--- src/rtl/ro_puf_response_engine.sv ---
`timescale 1ns/1ps
`default_nettype none
// ro_puf_response_engine: RO-PUF response cell comparing one ring oscillator from each bank (race or window mode).
// Revision 1.0

module ro_puf_response_engine #(
  parameter int NUM_RO         = 16,
  parameter int SEL_W          = $clog2(NUM_RO),
  parameter int CNT_W          = 22,
  parameter int TERM_COUNT     = 2**20,
  parameter int WINDOW_CYCLES  = 4096,
  parameter int SETTLE_CYCLES  = 8,
  parameter int TIMEOUT_CYCLES = 2**20
) (
  input  logic                clock,
  input  logic                reset,
  input  logic                start,
  input  logic                mode,
  input  logic [2*SEL_W-1:0]  challenge,
  input  logic [NUM_RO-1:0]   ro_a_in,
  input  logic [NUM_RO-1:0]   ro_b_in,
  output logic [2*NUM_RO-1:0] ro_enable,
  output logic                busy,
  output logic                done,
  output logic                out,
  output logic                tie,
  output logic                timeout,
  output logic [CNT_W-1:0]    count_a,
  output logic [CNT_W-1:0]    count_b
);

  localparam logic [2:0] S_IDLE   = 3'd0;
  localparam logic [2:0] S_CLEAR  = 3'd1;
  localparam logic [2:0] S_RUN    = 3'd2;
  localparam logic [2:0] S_SETTLE = 3'd3;
  localparam logic [2:0] S_DECIDE = 3'd4;
  localparam logic [2:0] S_DONE   = 3'd5;

  localparam int MAX_WT  = (WINDOW_CYCLES > TIMEOUT_CYCLES) ? WINDOW_CYCLES : TIMEOUT_CYCLES;
  localparam int CYC_MAX = (MAX_WT > SETTLE_CYCLES) ? MAX_WT : SETTLE_CYCLES;
  localparam int CYC_W   = $clog2(CYC_MAX + 1);

  logic [2:0]       state;
  logic [2:0]       state_next;
  logic [CYC_W-1:0] cyc;
  logic [SEL_W-1:0] sel_a;
  logic [SEL_W-1:0] sel_b;
  logic             mode_q;
  logic             abort;
  logic             cnt_clear;
  logic             cnt_rst_n;
  logic             ro_a_clk;
  logic             ro_b_clk;
  logic [CNT_W-1:0] cnt_a;
  logic [CNT_W-1:0] cnt_b;
  logic             fin_a;
  logic             fin_b;
  logic [1:0]       fin_a_s;
  logic [1:0]       fin_b_s;
  logic             fin_seen;
  logic             run_timeout;
  logic             run_last;

  assign fin_seen    = fin_a_s[1] | fin_b_s[1];
  assign run_timeout = (cyc == CYC_W'(TIMEOUT_CYCLES - 1));
  assign run_last    = mode_q ? (cyc == CYC_W'(WINDOW_CYCLES - 1)) : (fin_seen | run_timeout);

  always_ff @(posedge clock or negedge reset) begin
    if (!reset) state <= S_IDLE;
    else        state <= state_next;
  end

  always_comb begin
    state_next = state;
    case (state)
      S_IDLE:   if (start) state_next = S_CLEAR;
      S_CLEAR:  if (cyc == CYC_W'(1)) state_next = S_RUN;
      S_RUN:    if (run_last) state_next = S_SETTLE;
      S_SETTLE: if (cyc == CYC_W'(SETTLE_CYCLES - 1)) state_next = S_DECIDE;
      S_DECIDE: state_next = S_DONE;
      S_DONE:   state_next = S_IDLE;
      default:  state_next = S_IDLE;
    endcase
  end

  always_comb begin
    ro_enable = '0;
    busy      = (state != S_IDLE);
    done      = (state == S_DONE);
    if (state == S_RUN) begin
      ro_enable[NUM_RO-1:0]        = {{(NUM_RO-1){1'b0}}, 1'b1} << sel_a;
      ro_enable[2*NUM_RO-1:NUM_RO] = {{(NUM_RO-1){1'b0}}, 1'b1} << sel_b;
    end
  end

  // Per-state cycle counter, restarted on every state change.
  always_ff @(posedge clock or negedge reset) begin
    if (!reset)                   cyc <= '0;
    else if (state_next != state) cyc <= '0;
    else if (state != S_IDLE)     cyc <= cyc + 1'b1;
  end

  always_ff @(posedge clock or negedge reset) begin
    if (!reset) begin
      sel_a  <= '0;
      sel_b  <= '0;
      mode_q <= 1'b0;
    end else if (state == S_IDLE && start) begin
      sel_a  <= challenge[SEL_W-1:0];
      sel_b  <= challenge[2*SEL_W-1:SEL_W];
      mode_q <= mode;
    end
  end

  always_ff @(posedge clock or negedge reset) begin
    if (!reset) abort <= 1'b0;
    else if (state == S_RUN && run_last) abort <= !mode_q && !fin_seen && run_timeout;
  end

  // Registered so the counters' asynchronous clear is glitch-free.
  always_ff @(posedge clock or negedge reset) begin
    if (!reset) cnt_clear <= 1'b0;
    else        cnt_clear <= (state_next == S_CLEAR);
  end

  assign cnt_rst_n = reset & ~cnt_clear;
  assign ro_a_clk  = ro_a_in[sel_a];
  assign ro_b_clk  = ro_b_in[sel_b];

  always_ff @(posedge ro_a_clk or negedge cnt_rst_n) begin
    if (!cnt_rst_n) begin
      cnt_a <= '0;
      fin_a <= 1'b0;
    end else begin
      if (cnt_a != '1) cnt_a <= cnt_a + 1'b1;
      if (cnt_a == CNT_W'(TERM_COUNT - 1)) fin_a <= 1'b1;
    end
  end

  always_ff @(posedge ro_b_clk or negedge cnt_rst_n) begin
    if (!cnt_rst_n) begin
      cnt_b <= '0;
      fin_b <= 1'b0;
    end else begin
      if (cnt_b != '1) cnt_b <= cnt_b + 1'b1;
      if (cnt_b == CNT_W'(TERM_COUNT - 1)) fin_b <= 1'b1;
    end
  end

  always_ff @(posedge clock or negedge reset) begin
    if (!reset) begin
      fin_a_s <= 2'b00;
      fin_b_s <= 2'b00;
    end else begin
      fin_a_s <= {fin_a_s[0], fin_a};
      fin_b_s <= {fin_b_s[0], fin_b};
    end
  end

  // Counts are static here: the oscillators have been disabled for SETTLE_CYCLES.
  always_ff @(posedge clock or negedge reset) begin
    if (!reset) begin
      count_a <= '0;
      count_b <= '0;
      out     <= 1'b0;
      tie     <= 1'b0;
      timeout <= 1'b0;
    end else if (state == S_DECIDE) begin
      count_a <= cnt_a;
      count_b <= cnt_b;
      timeout <= abort;
      out     <= !abort && (cnt_a > cnt_b);
      tie     <= !abort && (cnt_a == cnt_b);
    end
  end

endmodule

`default_nettype wire

--- config.mk ---
export PLATFORM = sky130hd
export DESIGN_NAME = ro_puf_response_engine
export DESIGN_NICKNAME = d
export VERILOG_FILES = /design/src/rtl/ro_puf_response_engine.sv
export SDC_FILE = /design/constraint.sdc
export NUM_CORES = 1
export LEC_CHECK = 0
export CAP_MARGIN = 15
export CORE_MARGIN = 10
export CORE_UTILIZATION = 43
export CTS_CLUSTER_SIZE = 14
export DETAILED_ROUTE_END_ITERATION = 12
export GPL_ROUTABILITY_DRIVEN = 1
export PLACE_DENSITY_LB_ADDON = 0.3
export SYNTH_ARGS = -nofsm -noshare
export SYNTH_HDL_FRONTEND = slang
export SYNTH_SLANG_ARGS = --single-unit
export TNS_END_PERCENT = 20
--- constraint.sdc ---
create_clock -name clock -period 3.8 [get_ports clock]
set_input_delay 0.76 -clock clock [delete_from_list [all_inputs] [get_ports clock]]
set_output_delay 0.76 -clock clock [all_outputs]
set_load 0.02 [all_outputs]
Word-level counts from Yosys, hierarchy flattened --
Cells that the tools add are included.
Word-level totals: register bits after elaboration 132, input port bits 44, output and inout port bits 81, word-level logic and storage cells 71
Operators by class: $add $sub $neg 3, order comparisons 3, eq/ne operators 16, shift operators 2, mux-type cells 13, bitwise gates (word level) 4, reduce and logical (&&, ||, !) cells 12
Operator list (number):
- 22-bit by 1-bit adder with 22-bit output, second input constant | 2
- 22-bit by 20-bit == test with 1-bit output, second input constant | 2
- 22-bit inequality test, second input constant | 2
- 21-bit 2-to-1 mux | 2
- 32-bit 2-to-1 mux | 1
- 1-bit by 4-bit left shift with 16-bit output, first input constant | 2
- 22-bit == test | 1
- 22-bit > comparator | 1
- 21-bit by 1-bit adder with 21-bit output, second input constant | 1
- 21-bit by 1-bit == test with 1-bit output, second input constant | 1
- 21-bit by 12-bit == test with 1-bit output, second input constant | 1
- 21-bit by 20-bit == test with 1-bit output, second input constant | 1
- 21-bit by 3-bit == test with 1-bit output, second input constant | 1
- 3-bit one-hot mux with 5 select lines | 1
- 3-bit 2-to-1 mux | 4
- 4-bit by 5-bit less-than comparator with 1-bit output, second input constant | 2
- 1-bit binary-select mux with 4-bit select | 2
- 3-bit by 1-bit == test with 1-bit output, second input constant | 2
- 3-bit by 2-bit == test with 1-bit output, second input constant | 2
- 3-bit == test, second input constant | 2
- 1-bit logical AND | 6
- 1-bit logical NOT | 3
- 3-bit logical NOT | 1
- 1-bit 2-to-1 mux | 3
- other kinds (6) | 7

Logic depth before layout (Yosys ltp) --
Gate-level depths: netlist (run 1).
word-level depth 7, gate-level depth with buffers 8, depth with buffers taken out 7

==> results.txt, run 1 <==
Max stage delay cell, worst path: clkdlybuf4s50_1
routed wire length: 17310 um
worst stage delay on the critical path: 0.65 ns
global-route wire length before repair: 28720 um
worst setup margin: 0.4183 ns
IO buf count: 124
std cell rows: 46
achievable frequency: 295.7 MHz
Commonest cells post-synth: dfrtp_1, nand2_1, nor2_1, o21ai_0, xnor2_1
status: finished, final reports clean
Int Pwr: 2.651 mW
initial core utilization: 43.98%
Hold Crit Class: register to register
Die ar.: 0.02181 mm2
initial antenna violation count: 0
Slew Limit Headroom: 39.47%
Yosys top cell by area: dfrtp_1
Synth Cell Area: 0.007012 mm2
antenna cell count: 0
H-tree depth: 3
Final #Nets: 893
clk buf depth: 2
r2r worst-path depth: 5
via count: 5397
vias in the first global route: 5487
Tightest Pin Transition: 0.9080 ns
Worst Skew: 0.006027 ns
Fill cells: 1447
Critical Path Source Type: register
ys async rst share: 100.0%
Flop pwr share: 44.0%
# DRC: 0
ys flop type: dfrtp_1
DRT antenna net count: 0
clock share of power: 25.1%
CTS resizes: 0
CP arrival: 2.62 ns
DPL Wire Length: 13190 um
switching fraction of total power: 32.56%
core footprint: 0.01594 mm2
largest net degree at the start of global routing: 70
CP Class: register to primary output
final setup fails: 0
Cells after Synth: 704
RD Place Congestion: 0.8730
Comb power frac: 30.9%
count of final hold-check violations: 0
worst hold-check slack: 0.3484 ns
Post-synth EDFFs: 0
Worst EP required: 3.04 ns
post-synthesis area per instance: 9.960 um2
clock-pin slew on the worst setup and hold paths: 0.07 ns
hold path start: fin_a_s[0]$_DFF_PN0_
Cell Chain, Critical Path: or3b_1 -> or3_1 -> nor3_1 -> clkdlybuf4s50_1
Syn. warnings: 0
CTS tree: done
total gr overflow: 0
crit-path max FO: 11
clk_lat worst skew: 0.35 ns
GRT Util Overall: 16.04%
Post-CTS Hold Buffers: 0
PD cells: 447.1 mW/mm2
die width: 147.7 um
cell with the most instances after synthesis: dfrtp_1
Tcrit/Tclk final: 88.99%
Hold Path Cell Cnt: 0
drt first pass iters: 5
Synth top area share: 47.11%
total power draw: 3.930 mW
#FFs+latches synth: 132
setup bufs post-CTS: 0
static leakage: 3.803 nW
main area contributors after synthesis: dfrtp_1, nand2_1, ha_1
number of DRC markers in iteration 0: 268
critical path endpoint category: primary output
CTS Buf Count: 9
pre-CTS WS: 0.7977 ns
setup TNS: 0 ns
worst r2r dst: out$_DFFE_PN0N_
Reg-to-Reg Start: state[1]$_DFF_PN0_
final non-filler cell total: 1044
placed cell count: 1027
Unique masters post-synth: 65
area delta synth->final: 25.37%
Worst IR Drop VDD: 0.2916 mV
num ports: 125
average vias per placed instance: 5.170
share of layout cells above drive strength 1: 11.59%
hold endpoint: fin_a_s[1]$_DFF_PN0_
register pins left without a clock: 46
Seq/Total Area, Yosys: 47.11%
net count after synthesis: 774
max-slew violations: 0
crit path time final: 3.382 ns
Root Buffer: clkbuf_16
reg2reg setup slack: 1.46 ns
switching power: 1.280 mW
WL per Instance: 16.58 um
die height: 147.7 um
unrepaired setup endpoints after global routing: false
MaxCap Viol Count: 0
endpoints left unconstrained: 48
==> cell families (layout without fill, tap and decap cells) <==
family          Yosys count  count (layout)  synth area share, %
compound gates           80              80                7.334
xor+xnor                 51              51                6.370
fa+ha+maj                26              26                4.640
buf+inv                  54             178                3.426
flops                   132             132                47.11
mux                      21              21                4.979
simple gates            340             340                26.14
==> metal layers <==
metal | part of all wire [%] | vias to the layer above | routed length [um] | track usage [%]
li1 | - | 2662 | - | -
met1 | 46 | 2583 | 7894 | 20.58
met2 | 47 | 139 | 8220 | 26.51
met3 | 5.7 | 13 | 993 | 3.663
met4 | 1.2 | 0 | 200 | 4.609
met5 | 0 | - | 0 | 0
==> sequential cells by signal (all words and copies together), names as in the netlist <==
| register | count |
|---|---|
| sel_b | 4 |
| abort | 1 |
| cnt_a | 22 |
| count_b | 22 |
| cyc | 21 |
| mode_q | 1 |
| cnt_clear | 1 |
| count_a | 22 |
| fin_b | 1 |
| state | 3 |
| sel_a | 4 |
| tie | 1 |
| fin_b_s | 2 |
| timeout | 1 |
| fin_a_s | 2 |
| out | 1 |
| cnt_b | 22 |
| fin_a | 1 |
==> layout by cell type, fill, tap and decap left out, types with 4 or more instances in the layout <==
cell             count
clkdlybuf4s50_1    123
nor4_2               4
nor3_1              13
nor4_1               4
xnor2_1             33
mux4_2              10
or3_1                4
a21oi_1              8
ha_1                26
dfrtp_1            132
and4_1               4
a21o_1               6
o21a_1               4
nor2b_1              4
and3_1               7
nand2_1            124
nor2_1              58
xor2_1              18
nor3_2               8
nand4_1             21
nand2b_1             8
o21ai_0             37
mux2_2               7
buf_4                6
nor2_2              21
clkbuf_16            9
mux2_1               4
inv_1               31
nand3_1             32
==> worst max path at each step <==
stage / start / endpoint / slack (ns) / cells after the start
detailed placement: state[2]$_DFF_PN0_ / ro_enable[2] / 0.80 / 4
global route: state[1]$_DFF_PN0_ / ro_enable[0] / 0.23 / 4
global placement: state[2]$_DFF_PN0_ / ro_enable[2] / 0.85 / 4
finish: state[2]$_DFF_PN0_ / ro_enable[0] / 0.42 / 4
CTS: state[2]$_DFF_PN0_ / ro_enable[2] / 0.41 / 4
floorplan: state[0]$_DFF_PN0_ / ro_enable[0] / 1.29 / 4
==> power by group through the flow <==
stage / clock network, mW / logic [mW] / registers (mW)
CTS: 1.02 / 1.24 / 1.73
finish: 0.985 / 1.22 / 1.73
detailed placement: 0 / 1.23 / 1.75
global route: 1.05 / 1.34 / 1.76
floorplan: 0 / 0.864 / 1.66
global placement: 0 / 1.22 / 1.74
==> through the flow <==
step	instance area [um2]	util [%]
floorplan	7012	-
global placement	8448	52.99
detailed placement	8448	52.99
CTS	8780	55.07
global route	8791	55.14
finish	8791	55.14
==> layout make-up <==
cell class	instances	area (um2)	area share [%]
multi-input combinational	518	3478	39.57
sequential	132	3303	37.57
timing repair buffer	130	1287	14.65
tap	216	270.3	3.074
clock buffer	10	239.0	2.718
inverter	32	120.1	1.366
clock inverter	6	92.59	1.053
==> worst max-delay path, delay by kind of cell (launching register included) <==
kind,cells,cell delay (ns)
simple gates,3,1.13
buf+inv,1,0.65
flops,1,0.50
Power figures use the tool's default switching activity.
==> run 2: changes to the inputs <==
Clock period 3.8 ns to 3.9 ns, I/O delays scaled along.
==> run 2 against run 1 <==
  * Sequential share of layout area rose by 0.16 points
  * Largest power group unchanged
  * Design area shrank 0.43%
  * Count of clock-buffer cells in the layout is 1 lower
  * Non-clock buffer count fell by 1
  * Critical path type unchanged
  * Worst setup slack gained 0.032 ns
==> results.txt, run 2 (synthesized netlist as in run 1, its figures left out) <==
antenna cell count: 0
Fill cells: 1461
CTS tree: done
PD cells: 431.4 mW/mm2
met2 wire len: 8388 um
reg2reg setup slack: 1.62 ns
drt first pass iters: 5
IO buf count: 124
WL per Instance: 16.86 um
Hold Crit Class: register to register
vias in the first global route: 5542
clk buf depth: 2
global-route wire length before repair: 28680 um
commonest non-fill, non-tap cell in the layout: dfrtp_1
GRT Util Overall: 15.99%
Storage cell area: 0.003303 mm2
# DRC: 0
setup TNS: 0 ns
core footprint: 0.01594 mm2
CP Class: register to primary output
Met3 Routed Length: 1143 um
initial core utilization: 43.98%
average vias per placed instance: 5.205
Max stage delay cell, worst path: clkdlybuf4s50_1
Die ar.: 0.02181 mm2
via count: 5429
clock-pin slew on the worst setup and hold paths: 0.07 ns
std cell rows: 46
total gr overflow: 0
status: finished, final reports clean
Worst IR Drop VDD: 0.3095 mV
clk_lat worst skew: 0.35 ns
Critical Path Source Type: register
Hold Path Cell Cnt: 0
CP arrival: 2.67 ns
worst r2r dst: out$_DFFE_PN0N_
num ports: 125
CTS Buf Count: 9
final setup fails: 0
static leakage: 3.784 nW
placed cell count: 1027
Worst Skew: 0.007086 ns
Final #Nets: 892
number of DRC markers in iteration 0: 281
largest net degree at the start of global routing: 68
initial antenna violation count: 0
max-slew violations: 0
Tcrit/Tclk final: 88.45%
H-tree depth: 3
setup bufs post-CTS: 0
area delta synth->final: 24.84%
CTS resizes: 0
RD Place Congestion: 0.8773
uppermost layer routed: met4
r2r worst-path depth: 5
register pins left without a clock: 46
endpoints left unconstrained: 48
highest-count cells in the layout ignoring fill and taps: dfrtp_1, nand2_1, clkdlybuf4s50_1, nor2_1, o21ai_0
final non-filler cell total: 1043
DRT antenna net count: 0
unrepaired setup endpoints after global routing: false
die width: 147.7 um
Top delay family on crit path: simple AND/OR/NAND/NOR gates
Worst EP required: 3.12 ns
MaxCap Viol Count: 0
crit path time final: 3.449 ns
Root Buffer: clkbuf_16
achievable frequency: 289.9 MHz
die height: 147.7 um
crit-path max FO: 11
share of layout cells above drive strength 1: 11.49%
Reg-to-Reg Start: state[1]$_DFF_PN0_
Cell Chain, Critical Path: or3b_1 -> or3_1 -> nor3_1 -> clkdlybuf4s50_1
Slew Limit Headroom: 25.09%
DPL Wire Length: 13360 um
Multi-input gate area: 0.003478 mm2
Buf/Inv on CP: 1
Tightest Pin Transition: 1.123 ns
hold path start: fin_a_s[0]$_DFF_PN0_
Post-CTS Hold Buffers: 0
hold endpoint: fin_a_s[1]$_DFF_PN0_
critical path endpoint category: primary output
count of final hold-check violations: 0
routed wire length: 17580 um
worst stage delay on the critical path: 0.66 ns
met1 wire length: 7895 um
## run 2: cell types whose count changed in the layout (fill, tap and decap cells not counted)
cell	change
buf_6	-1
bufinv_16	-1
clkbuf_8	-1
clkinv_4	+2
## run 2: report_power, final
part           internal [mW]  leakage (nW)  switching (mW)  total (mW)
clock network          0.503         0.143           0.388       0.891
registers               1.49          1.78           0.199        1.69
logic                  0.509          1.86           0.686        1.19
total                   2.50          3.78            1.27        3.78
## run 2: worst max path at each step
stage	start	endpoint	slack, ns	depth (start not counted)
6_report	state[2]$_DFF_PN0_	ro_enable[0]	0.45	4
5_1_grt	state[1]$_DFF_PN0_	ro_enable[0]	0.36	4
4_1_cts	state[2]$_DFF_PN0_	ro_enable[0]	0.50	4
3_5_place_dp	state[2]$_DFF_PN0_	ro_enable[0]	0.89	4
3_3_place_gp	state[2]$_DFF_PN0_	ro_enable[2]	0.93	4
2_1_floorplan	state[0]$_DFF_PN0_	ro_enable[0]	1.37	4
## run 2: stage by stage
stage,worst slack (ns),cell area (um2),hold WS [ns],util (%),total power [mW]
2_1_floorplan,1.368,7012,0.3312,-,2.458
3_3_place_gp,0.9317,8448,0.3350,52.99,2.886
3_5_place_dp,0.8894,8448,0.3347,52.99,2.904
4_1_cts,0.4990,8753,0.3493,54.91,3.807
5_1_grt,0.3639,8753,0.3718,54.91,3.975
6_report,0.4506,8753,0.3477,54.91,3.776
## run 2: area by class of cell
type | instances | share of cell area (%)
repair buffers | 129 | 14.58
clock buffers | 9 | 2.573
well taps | 216 | 3.087
multi-input cells | 518 | 39.74
inverters | 32 | 1.372
clock inverters | 7 | 0.9148
flip-flops and latches | 132 | 37.74
## run 2: metal layers
metal,vias up,GRT usage (%)
li1,2663,-
met3,13,4.182
met5,-,0
met4,0,3.568
met2,139,26.40
met1,2614,20.58
==> run 3: changes to the inputs <==
Settings changed: SKIP_CTS_REPAIR_TIMING from default to 1.
==> results of run 3 <==
No change in the layout: final DEF, timing and power equal those of run 2.
